File: src/rtl/reaction_result_tx.sv
// Sends each new reaction-timer result as ASCII "d3 d2 d1 d0 CR LF" over a UART TX line.
// Optional `TX_PARITY_EN` inserts an even-parity bit after the data bits (8E1 frames).
module reaction_result_tx #(
    parameter int CLKS_PER_BIT = 10417
) (
    input  logic       clk,
    input  logic       rst,
    input  logic       rs_en,
    input  logic [3:0] d0,
    input  logic [3:0] d1,
    input  logic [3:0] d2,
    input  logic [3:0] d3,
    output logic       tx,
    output logic       busy,
    output logic       done
);

    localparam int CNT_W = (CLKS_PER_BIT > 1) ? $clog2(CLKS_PER_BIT) : 1;
    localparam logic [CNT_W-1:0] TMR_MAX = CNT_W'(CLKS_PER_BIT - 1);

`ifdef TX_PARITY_EN
    localparam int STATE_W = 3;
    localparam logic [STATE_W-1:0] IDLE   = 3'd0;
    localparam logic [STATE_W-1:0] START  = 3'd1;
    localparam logic [STATE_W-1:0] DATA   = 3'd2;
    localparam logic [STATE_W-1:0] STOP   = 3'd3;
    localparam logic [STATE_W-1:0] PARITY = 3'd4;
`else
    localparam int STATE_W = 2;
    localparam logic [STATE_W-1:0] IDLE  = 2'd0;
    localparam logic [STATE_W-1:0] START = 2'd1;
    localparam logic [STATE_W-1:0] DATA  = 2'd2;
    localparam logic [STATE_W-1:0] STOP  = 2'd3;
`endif

    logic [STATE_W-1:0] state_q, state_d;
    logic               rs_en_q, rs_en_d;
    logic [15:0]        digits_q, digits_d;
    logic [7:0]         shift_q, shift_d;
    logic [CNT_W-1:0]   bit_tmr_q, bit_tmr_d;
    logic [2:0]         bit_cnt_q, bit_cnt_d;
    logic [2:0]         byte_idx_q, byte_idx_d;
    logic               tx_q, tx_d;
    logic               busy_q, busy_d;
    logic               done_q, done_d;
    logic               bit_end;

    function automatic logic [7:0] enc_digit(input logic [3:0] v);
        return (v <= 4'd9) ? (8'h30 + {4'h0, v}) : 8'h3F;
    endfunction

    function automatic logic [7:0] byte_at(input logic [2:0] idx, input logic [15:0] dig);
        case (idx)
            3'd0:    return enc_digit(dig[15:12]);
            3'd1:    return enc_digit(dig[11:8]);
            3'd2:    return enc_digit(dig[7:4]);
            3'd3:    return enc_digit(dig[3:0]);
            3'd4:    return 8'h0D;
            default: return 8'h0A;
        endcase
    endfunction

    assign bit_end = (bit_tmr_q == TMR_MAX);

    always_comb begin
        // NOTE: every variable gets a default first so no path leaves it unassigned (no latch).
        state_d    = state_q;
        rs_en_d    = rs_en;
        digits_d   = digits_q;
        shift_d    = shift_q;
        bit_cnt_d  = bit_cnt_q;
        byte_idx_d = byte_idx_q;
        busy_d     = busy_q;
        done_d     = 1'b0;
        bit_tmr_d  = (state_q == IDLE || bit_end) ? '0 : bit_tmr_q + 1'b1;

        case (state_q)
            IDLE: begin
                if (rs_en && !rs_en_q) begin
                    state_d    = START;
                    digits_d   = {d3, d2, d1, d0};
                    shift_d    = enc_digit(d3);
                    byte_idx_d = 3'd0;
                    bit_cnt_d  = 3'd0;
                    busy_d     = 1'b1;
                end
            end
            START: begin
                if (bit_end) state_d = DATA;
            end
            DATA: begin
                if (bit_end) begin
                    if (bit_cnt_q == 3'd7) begin
                        bit_cnt_d = 3'd0;
`ifdef TX_PARITY_EN
                        state_d   = PARITY;
`else
                        state_d   = STOP;
`endif
                    end else begin
                        bit_cnt_d = bit_cnt_q + 3'd1;
                        shift_d   = shift_q >> 1;
                    end
                end
            end
`ifdef TX_PARITY_EN
            PARITY: begin
                if (bit_end) state_d = STOP;
            end
`endif
            STOP: begin
                if (bit_end) begin
                    if (byte_idx_q < 3'd5) begin
                        byte_idx_d = byte_idx_q + 3'd1;
                        shift_d    = byte_at(byte_idx_q + 3'd1, digits_q);
                        state_d    = START;
                    end else begin
                        state_d = IDLE;
                        busy_d  = 1'b0;
                        done_d  = 1'b1;
                    end
                end
            end
            default: state_d = IDLE;
        endcase

        // tx is registered from the upcoming state so the line changes exactly on bit boundaries
        case (state_d)
            START:   tx_d = 1'b0;
            DATA:    tx_d = shift_d[0];
`ifdef TX_PARITY_EN
            PARITY:  tx_d = ^byte_at(byte_idx_q, digits_q);
`endif
            default: tx_d = 1'b1;
        endcase
    end

    always_ff @(posedge clk) begin
        // NOTE: sequential state uses non-blocking assignments only, so all flops update together.
        if (!rst) begin
            state_q    <= IDLE;
            rs_en_q    <= 1'b0;
            digits_q   <= '0;
            shift_q    <= '0;
            bit_tmr_q  <= '0;
            bit_cnt_q  <= '0;
            byte_idx_q <= '0;
            tx_q       <= 1'b1;
            busy_q     <= 1'b0;
            done_q     <= 1'b0;
        end else begin
            state_q    <= state_d;
            rs_en_q    <= rs_en_d;
            digits_q   <= digits_d;
            shift_q    <= shift_d;
            bit_tmr_q  <= bit_tmr_d;
            bit_cnt_q  <= bit_cnt_d;
            byte_idx_q <= byte_idx_d;
            tx_q       <= tx_d;
            busy_q     <= busy_d;
            done_q     <= done_d;
        end
    end

    assign tx   = tx_q;
    assign busy = busy_q;
    assign done = done_q;

endmodule

File: config.mk
export PLATFORM = sky130hd
export DESIGN_NAME = reaction_result_tx
export DESIGN_NICKNAME = d
export VERILOG_FILES = /design/src/rtl/reaction_result_tx.sv
export SDC_FILE = /design/constraint.sdc
export NUM_CORES = 1
export LEC_CHECK = 0
export BUFFER_PORTS_ARGS = -buffer_cell sky130_fd_sc_hd__buf_4
export CAP_MARGIN = 30
export CORE_MARGIN = 2
export CORE_UTILIZATION = 45
export DETAILED_ROUTE_END_ITERATION = 8
export SYNTH_ARGS = -nofsm -noshare
export SYNTH_HDL_FRONTEND = slang
export SYNTH_SLANG_ARGS = --single-unit
File: constraint.sdc
create_clock -name clk -period 4.98 [get_ports clk]
set_input_delay 0.747 -clock clk [delete_from_list [all_inputs] [get_ports clk]]
set_output_delay 0.747 -clock clk [all_outputs]
set_load 0.005 [all_outputs]
==> qor.yml <==
crit_start: "bit_tmr_q[0]"
endpoint_kind: "register"
hold_class: "reg -> reg"
seq_area_frac_synth_pct: 39.2
postCtsHoldBufs: 0
ys_ff_latch: 49
setup_tns_ns: 0
die_h_um: 78.6
clk_pin_slew_ns: 0.09
cts_resized: 0
dp_cells: 389
syn-mean-instance-area_sq_um: 8.12
drtIter0Drc: 113
cts_sinks: 49
synth_most_common_cell: "nand2_1"
ys.flop_type: "dfxtp_1"
hold_viol_final: 0
path_cells: "inv_1, ha_1, nor4b_2, and4_1, a21oi_1, nor4_1, a21oi_1"
clock_skew_ns: 0.00791
tritoncts.num_buffers: 5
outcome: "complete, no violations"
synth_common_cells: "nand2_1, dfxtp_1, a21oi_1"
grt_pass1_wl_mm: 9.32
drt-pass1-iter-count: 4
power.density_nw_per_um2: 256
hold_depth: 2
finalWorstPathRequiredPeriod_ns: 2.17
grt_usage_pct: 18.8
clockRootBuffer: "clkbuf_8"
io_buffers: 21
clock_path_buffers: 2
htreeDepth: 2
rows: 27
worstMarginPinSlew_ns: 0.996
fmax_ghz: 0.460
cellLeakagePower_uw: 0.00107
syn_nets: 336
ys_top_cells_by_area: "dfxtp_1, a21oi_1, nand2_1"
reg2reg_depth: 7
gp_congestion: 0.808
fp.coreArea_sq_um: 5440
die-width_um: 78.6
syn_to_final_growth_pct: 11.0
drtAntennaViolNets: 0
r2r_start: "bit_tmr_q[0]"
grt_pass1_vias: 2028
fin_nets: 352
grt.overflow.total: 0
slew_violations: 0
worst_hold_slack_ns: 0.433
crit_required_ns: 5.12
critPathArrivalTime_ns: 2.31
slew_headroom_pct: 33.5
path_class: "reg -> reg"
initial_core_util_pct: 46.0
setup_violations: 0
crit_path_start_kind: "register"
cts_setup_buffers: 0
num_antenna_cells: 0
num_vias: 2180
grt_max_degree: 32
yosysTopAreaCell: "dfxtp_1"
worst_r2r_endpoint: "shift_q[0]"
final_cells: 395
drc: 0
drt-wirelength-per-cell_um: 14.1
cts_tree: "built"
synthesis.area_sq_um: 2500
rsz0062_at_grt: "false"
hpwl_mm: 3.92
ff2ff_setup_slack_ns: 2.81
final_core_util_pct: 51.0
die_area_sq_um: 6170
yosys_warnings: 0
maxCapViolCount: 0
clk_latency_ns: 0.29
crit_fanout: 11
slowest_delay_ns: 0.56
worst_path_most_repeated_cell: "a21oi_1"
synth_cell_type_count: 47
routed_wl_mm: 5.57
critPathCapture: "shift_q[0]"
drt-vias-per-instance: 5.52
yosysTopAreaCellShare_pct: 39.2
ys_async_sr_fraction_pct: 0
post-route-period-util_pct: 43.6
peakVddDrop_uv: 156
synth_cells: 308
synth_edf_count: 0
slowest_stage: "and4_1"
drive_gt1_share_pct: 11.1
antenna_found_initial: 0
num_io_pins: 22
[worst min-delay path by stage]
stage,startpoint,end,slack [ns]
3_5_place_dp,shift_q[6],shift_q[6],0.42
6_report,shift_q[6],shift_q[6],0.43
2_1_floorplan,shift_q[6],shift_q[6],0.41
3_3_place_gp,shift_q[6],shift_q[6],0.42
5_1_grt,shift_q[6],shift_q[6],0.46
4_1_cts,shift_q[6],shift_q[6],0.43
[layer usage]
layer | wire length (um) | vias to the layer above | global-route usage (%)
met2 | 2680 | 30 | 33.9
li1 | - | 1130 | -
met1 | 2640 | 1013 | 22.2
met3 | 170 | 7 | 3.68
met4 | 78 | 0 | 6.32
met5 | 0 | - | 0
[power by group]
part	internal, uW	total [uW]	switching [uW]
registers	406	422	15.3
clock network	92.8	219	126
logic	32.3	69.4	37.1
total	532	710	179
[final cells by class]
class | count | area, sq um
fillers | 545 | 2660
clock buffers | 5 | 68.8
well taps | 72 | 90.1
inverters | 10 | 37.5
multi-input cells | 236 | 1430
repair buffers | 22 | 165
flip-flops and latches | 49 | 981
clock inverters | 1 | 5.00
[placed cells by master, fill, tap and decap left out, types with 2 or more instances in the layout]
master     n
xnor2_1    4
nor4_1     3
and3_1     2
dfxtp_1   49
a21o_1     9
and4_1     2
nor2b_1    2
nor2_1    20
or3_1      9
buf_4     22
a22oi_1    4
xor2_1     7
a311oi_1   2
nor3_2     3
mux2i_1    2
o31ai_1    2
nor3_1     3
o21a_1     6
nand2_1   52
clkbuf_8   5
nand2b_1   2
o211ai_1   2
o21ai_0   13
ha_1       9
nand3_1   13
a31oi_1    3
nand4_1    4
nand3b_1   2
inv_1     10
a21oi_1   40
[state kept, by name, summed over array words and instances (netlist names)]
name	cells
tx	1
byte_idx_q	3
shift_q	7
rs_en_q	1
done	1
bit_tmr_q	14
state_q	2
digits_q	16
busy	1
bit_cnt_q	3
[metrics by stage]
step           setup slack [ns]  power (uW)  area [sq um]
6_report                   2.81         710          2780
5_1_grt                    2.59         747          2780
4_1_cts                    2.80         721          2780
3_5_place_dp               2.53         501          2700
3_3_place_gp               2.59         500          2700
2_1_floorplan              3.12         472          2500
[logic make-up (layout without fill, tap and decap cells)]
kind of cell,after synthesis,after routing,synth area share [%]
buffers and inverters,23,38,3.70
AND/OR/NAND/NOR,125,125,25.8
multiplexers,2,2,0.800
AO/OA/AOI/OAI,89,89,22.2
flip-flops,49,49,39.2
XOR/XNOR,11,11,3.85
adder cells (fa/ha/maj),9,9,4.50
[critical path: cells and delay by family, from the launching register on]
kind	cells	cell delay (ns)
buffers and inverters	1	0.09
AOI/OAI and AO/OA	2	0.24
and+or+nand+nor	3	1.19
DFF	1	0.36
adders and majority gates	1	0.14
Power figures use the tool's default switching activity.
